**src/rtl/rom_fetch32_if.sv**
```systemverilog
// Handshake and ROM-port bundle for the 32-bit instruction fetcher.
// master: the fetcher side. slave: the ROM-plus-core side.
interface rom_fetch32_if #(
  parameter int AW = 10
);
  logic [AW-1:0] mem_addr;
  logic [15:0]   mem_dout;
  logic          redirect;
  logic [AW-1:0] redirect_addr;
  logic          out_valid;
  logic          out_ready;
  logic [31:0]   out_data;
  logic [AW-1:0] out_addr;

  modport master (
    output mem_addr, out_valid, out_data, out_addr,
    input  mem_dout, redirect, redirect_addr, out_ready
  );

  modport slave (
    input  mem_addr, out_valid, out_data, out_addr,
    output mem_dout, redirect, redirect_addr, out_ready
  );
endinterface

```
**src/rtl/rom_fetch32.sv**
```systemverilog
// Reader for a synchronous 16-bit ROM with 1-cycle registered read latency.
// Fetches two consecutive words (even address first) and presents them as
// one 32-bit instruction over valid/ready. A redirect pulse restarts the
// fetch at a new even address, discarding any half-assembled word.
module rom_fetch32 #(
  parameter int AW         = 10,
  parameter int START_ADDR = 0
) (
  input  logic           clk,
  input  logic           rst,
  rom_fetch32_if.master  bus
);

  localparam logic [AW-1:0] START_PC = AW'(START_ADDR) & ~AW'(1);

  // LO: address the low word. HI: address the high word, capture the low.
  // CAP: capture the high word and present. HOLD: wait for the consumer while
  // the next low word is already addressed.
  typedef enum logic [1:0] {
    S_LO,
    S_HI,
    S_CAP,
    S_HOLD
  } state_e;

  state_e        state_q;
  logic [AW-1:0] pc_q;
  logic [15:0]   lo_q;
  logic          out_valid_q;
  logic [31:0]   out_data_q;
  logic [AW-1:0] out_addr_q;

  // ROM address is decoded from registers only: odd word while fetching the high half.
  assign bus.mem_addr  = {pc_q[AW-1:1], (state_q == S_HI) || (state_q == S_CAP)};
  assign bus.out_valid = out_valid_q;
  assign bus.out_data  = out_data_q;
  assign bus.out_addr  = out_addr_q;

  // Fetch FSM with registered outputs; redirect overrides every transition.
  always_ff @(posedge clk or posedge rst) begin
    if (rst) begin
      // NOTE: sequential state uses non-blocking assignments so every register
      // samples pre-edge values, regardless of statement order.
      state_q     <= S_LO;
      pc_q        <= START_PC;
      lo_q        <= '0;
      out_valid_q <= 1'b0;
      out_data_q  <= '0;
      out_addr_q  <= '0;
    end else if (bus.redirect) begin
      // A handshake in this cycle still completes; the consumer squashes it.
      state_q     <= S_LO;
      pc_q        <= {bus.redirect_addr[AW-1:1], 1'b0};
      out_valid_q <= 1'b0;
    end else begin
      unique case (state_q)
        S_LO: begin
          state_q <= S_HI;
        end
        S_HI: begin
          lo_q    <= bus.mem_dout;
          state_q <= S_CAP;
        end
        S_CAP: begin
          out_data_q  <= {bus.mem_dout, lo_q};
          out_addr_q  <= pc_q;
          out_valid_q <= 1'b1;
          pc_q        <= pc_q + AW'(2);
          state_q     <= S_HOLD;
        end
        S_HOLD: begin
          // mem_addr already points at the next low word, so skip LO.
          if (bus.out_ready) begin
            out_valid_q <= 1'b0;
            state_q     <= S_HI;
          end
        end
        default: begin
          state_q <= S_LO;
        end
      endcase
    end
  end

endmodule

```
**src/flat_wrapper.sv**
```systemverilog
// flat-port wrapper written by rule: the top's interface ports become plain ports
module rom_fetch32_flat 
#(
  parameter int AW         = 10,
  parameter int START_ADDR = 0
)
  (clk, rst, bus_mem_addr, bus_out_valid, bus_out_data, bus_out_addr, bus_mem_dout, bus_redirect, bus_redirect_addr, bus_out_ready);
  rom_fetch32_if #(.AW(AW)) bus_i ();
  input  logic clk;
  input  logic rst;
  output wire logic [$bits(bus_i.mem_addr)-1:0] bus_mem_addr;
  output wire logic [$bits(bus_i.out_valid)-1:0] bus_out_valid;
  output wire logic [$bits(bus_i.out_data)-1:0] bus_out_data;
  output wire logic [$bits(bus_i.out_addr)-1:0] bus_out_addr;
  input wire logic [$bits(bus_i.mem_dout)-1:0] bus_mem_dout;
  input wire logic [$bits(bus_i.redirect)-1:0] bus_redirect;
  input wire logic [$bits(bus_i.redirect_addr)-1:0] bus_redirect_addr;
  input wire logic [$bits(bus_i.out_ready)-1:0] bus_out_ready;
  assign bus_mem_addr = bus_i.mem_addr;
  assign bus_out_valid = bus_i.out_valid;
  assign bus_out_data = bus_i.out_data;
  assign bus_out_addr = bus_i.out_addr;
  assign bus_i.mem_dout = bus_mem_dout;
  assign bus_i.redirect = bus_redirect;
  assign bus_i.redirect_addr = bus_redirect_addr;
  assign bus_i.out_ready = bus_out_ready;
  rom_fetch32 #(.AW(AW), .START_ADDR(START_ADDR)) u_core (.clk(clk), .rst(rst), .bus(bus_i));
endmodule
```
**config.mk**
```make
export PLATFORM = sky130hd
export DESIGN_NAME = rom_fetch32_flat
export DESIGN_NICKNAME = d
export VERILOG_FILES = /design/src/rtl/rom_fetch32_if.sv /design/src/rtl/rom_fetch32.sv /design/src/flat_wrapper.sv
export SDC_FILE = /design/constraint.sdc
export NUM_CORES = 1
export LEC_CHECK = 0
export CORE_ASPECT_RATIO = 1.25
export CORE_MARGIN = 3
export CORE_UTILIZATION = 25
export CTS_BUF_LIST = sky130_fd_sc_hd__clkbuf_4
export DETAILED_ROUTE_END_ITERATION = 10
export SYNTH_ARGS = -nofsm -noshare
export SYNTH_HDL_FRONTEND = slang
export SYNTH_SLANG_ARGS = --single-unit
```
**constraint.sdc**
```tcl
create_clock -name clk -period 5.2 [get_ports clk]
set_input_delay 0.78 -clock clk [delete_from_list [all_inputs] [get_ports clk]]
set_output_delay 0.78 -clock clk [all_outputs]
set_load 0.02 [all_outputs]
```
==> summary.md <==
| Metric | Value |
|---|---|
| Status | finished clean |
| Post-synth EDFFs | 0 |
| Final Net Count | 318 |
| Slew Limit Headroom | 0.309 |
| IO Port Bufs | 80 |
| Max FO, Critical Path | 27 |
| Xor and xnor fraction of the mapped netlist area | 0.0117 |
| Worst-Margin Slew | 1.03 ns |
| Hold endpoint | u_core.bus.out_data[3]$_DFFE_PP0P_ |
| Setup crit end kind | flip-flop |
| First-pass GRT wire length | 10.3 mm |
| GR Util All Layers | 0.0985 |
| Fin. Hold Viols | 0 |
| Routed WL | 6.22 mm |
| Seq/Total Area, Yosys | 0.575 |
| R2r setup slk | 2.79 ns |
| Cells after synthesis | 200 |
| Core footprint | 11700 sq um |
| Synth warn | 0 |
| Worst R2R Path Depth | 5 |
| CP Buf/Inv Count | 3 |
| Reg clk slew, reported paths | 0.12 ns |
| Top Ports | 83 |
| Syn Nets | 235 |
| Max-cap viol count | 0 |
| CTS tree | done |
| Top post-synthesis cells by area | dfrtp_1, mux2_4, mux2_2, buf_6, ha_1 |
| Layout cells sized above 1 | 0.278 |
| Crit path kind | in -> reg |
| Simple-gate portion of the synthesized area | 0.0658 |
| Setup TNS Final | 0 ns |
| Worst r2r dst | u_core.bus.out_data[21]$_DFFE_PP0P_ |
| Post-route minimum period | 2.74 ns |
| Routed length per instance | 13.8 um |
| Final period util | 0.526 |
| Vias | 1834 |
| Die Area | 13400 sq um |
| Critical Path RT | 5.49 ns |
| CP max stage delay | 0.58 ns |
| RSZ-0062 raised after global routing | false |
| Final Max Slew Viols | 0 |
| Cell Area, Synth | 3000 sq um |
| First DRT Iteration DRCs | 37 |
| First drt pass iteration count | 4 |
| Grt total ovfl | 0 |
| DRT antenna net count | 0 |
| Crit path max-delay cell type | nand2b_2 |
| Most common cell in the netlist | dfrtp_1 |
| Initial antenna violation count | 1 |
| Setup Skew | 0.0109 ns |
| Synthesis-stage register bit count | 69 |
| Largest net degree at the start of global routing | 45 |
| Pwr dens | 565 nW/um^2 |
| Post-synth ARST share | 1.00 |
| Die X | 104 um |
| Top_reg_cell synth | dfrtp_1 |
| Hold Crit Depth | 1 |
| Final setup margin | 2.46 ns |
| Post-CTS setup buffers | 0 |
| Post-synth top cells | dfrtp_1, mux2_4, mux2_2, nand2_1, o21ai_0 |
| Synth Area in Compound Gates | 0.0217 |
| FMAX | 0.366 GHz |
| RR Startpoint | u_core.state_q[0]$_DFFE_PP0P_ |
| GPL Wtd Cong | 0.732 |
| Num CTS Buffers | 9 |
| Vias per cell | 4.08 |
| Critical path startpoint category | input pin |
| Top cell family by delay on the critical path | buffers and inverters |
| # setup viols final | 0 |
| Post-CTS Hold Buffers | 0 |
| Yosys top cell by area | dfrtp_1 |
| Leak | 1.87 nW |
| Cell variety after synth | 23 |
| Initial core utilization | 0.257 |
| Root buffer cell | clkbuf_4 |
| Clk_lat worst skew | 0.40 ns |
| Crit path top cell by count | buf_4 |
| Place WS | 2.01 ns |
| Row count | 44 |
| Share of the synthesized area in the top cell type | 0.575 |
| Vias in the first global route | 1904 |
| Largest family of logic cells by synthesized area | multiplexers |
| Synth Area in Adders | 0.0208 |
| Post-synthesis mux area share | 0.267 |
| H-tree depth | 3 |
| Layout overhead on the synthesized area | 37.2% |
| Resized Gates After CTS | 0 |
| Drc violations | 0 |
| Hold Crit Start | u_core.lo_q[3]$_DFFE_PP0P_ |
| Die height | 129 um |
| Crit-path cells | clkdlybuf4s50_1 > buf_4 > nand2b_2 > buf_4 > mux2_2 |
| Final HPWL DP | 4.22 mm |
| Max Buffers Root-to-Sink | 2 |
| Clock sinks | 69 |
| Syn Area/Cell | 15.0 sq um |
| HP Class | reg -> reg |
| Max IR drop VDD | 0.175 mV |
| Worst EP arrival | 3.03 ns |
layout make-up:
class / count / area, sq um
Antenna cell: 1 / 2.50
Clock buffer: 11 / 82.6
Clock inverter: 5 / 98.8
Fill cell: 1177 / 7550
Inverter: 4 / 15.0
Multi-Input combinational cell: 116 / 1170
Sequential cell: 69 / 1730
Tap cell: 161 / 201
Timing Repair Buffer: 83 / 823
report_power, final:
| group | total [mW] | internal (mW) | switching, mW |
|---|---|---|---|
| Sequential | 0.894 | 0.761 | 0.133 |
| Clock | 0.443 | 0.252 | 0.190 |
| Combinational | 0.991 | 0.586 | 0.406 |
| Total | 2.33 | 1.60 | 0.729 |
cell families (layout without fill, tap and decap cells):
group | after synthesis | in the layout
flip-flops | 69 | 69
buffers and inverters | 15 | 103
adder cells (fa/ha/maj) | 5 | 5
AO/OA/AOI/OAI | 12 | 12
AND/OR/NAND/NOR | 36 | 36
XOR/XNOR | 4 | 4
multiplexers | 58 | 58
other | 1 | 2
metal layers:
layer / wire [um] / global-route usage
met5: 0 / 0
met4: 129 / 0.0540
met3: 272 / 0.0291
met2: 2950 / 0.154
met1: 2870 / 0.123
placed cells by master (no fill, tap or decap):
| cell | netlist | routed |
|---|---|---|
| clkbuf_4 | 0 | 11 |
| clkdlybuf4s50_1 | 0 | 80 |
| clkinv_1 | 0 | 1 |
| mux2i_1 | 1 | 1 |
| nand3_1 | 4 | 4 |
| o21ai_0 | 9 | 9 |
| ha_1 | 5 | 5 |
| inv_2 | 0 | 1 |
| mux2_4 | 40 | 40 |
| or4_1 | 4 | 4 |
| mux2_2 | 17 | 17 |
| nand4_2 | 2 | 2 |
| dfrtp_1 | 69 | 69 |
| a211oi_1 | 2 | 2 |
| nand2b_2 | 0 | 1 |
| nand2_1 | 13 | 13 |
| nand4_1 | 2 | 2 |
| inv_1 | 4 | 3 |
| bufinv_16 | 0 | 3 |
| diode_2 | 0 | 1 |
| nor2_1 | 3 | 3 |
| buf_4 | 1 | 3 |
| nand2b_1 | 2 | 1 |
| clkinv_2 | 0 | 1 |
| conb_1 | 1 | 1 |
| nor2b_1 | 6 | 5 |
| xnor2_1 | 1 | 1 |
| nor2b_2 | 0 | 1 |
| xor2_1 | 3 | 3 |
| a21oi_1 | 1 | 1 |
through the flow:
step                total power [mW]  hold slack, ns  area [sq um]  std cells  utilization
finish                          2.33           0.500          4120        450        0.353
global route                    2.46           0.516          4120        450        0.353
CTS                             2.36           0.501          4120        449        0.353
detailed placement              1.91           0.492          3940        433        0.337
global placement                1.89           0.484          3940        433        0.337
floorplan                       1.47           0.478          3000        200            -
registers in the layout, indices dropped and copies added, names as in the netlist:
register	flops
u_core.lo_q	16
u_core.bus.out_addr	9
u_core.bus.out_valid	1
u_core.state_q	2
u_core.pc_q	9
u_core.bus.out_data	32
worst max-delay path by stage:
stage                                        from                                  end  slack, ns  cells past startpoint
floorplan                                     rst   u_core.bus.out_addr[1]$_DFFE_PP0P_       2.68                      1
global placement                     bus_redirect  u_core.bus.out_data[21]$_DFFE_PP0P_       2.04                      5
detailed placement                   bus_redirect  u_core.bus.out_data[21]$_DFFE_PP0P_       2.01                      5
CTS                 u_core.state_q[0]$_DFFE_PP0P_                      bus_mem_addr[0]       2.48                      4
global route                         bus_redirect  u_core.bus.out_data[21]$_DFFE_PP0P_       2.39                      5
finish                               bus_redirect  u_core.bus.out_data[21]$_DFFE_PP0P_       2.46                      5
worst register-to-register path: stages (launching register included):
cell      delay (ns)
dfrtp_1         0.44
inv_1           0.07
ha_1            0.32
nand2b_2        0.52
buf_4           0.56
mux2_2          0.40
No activity file was read; power rests on OpenSTA's default activity.
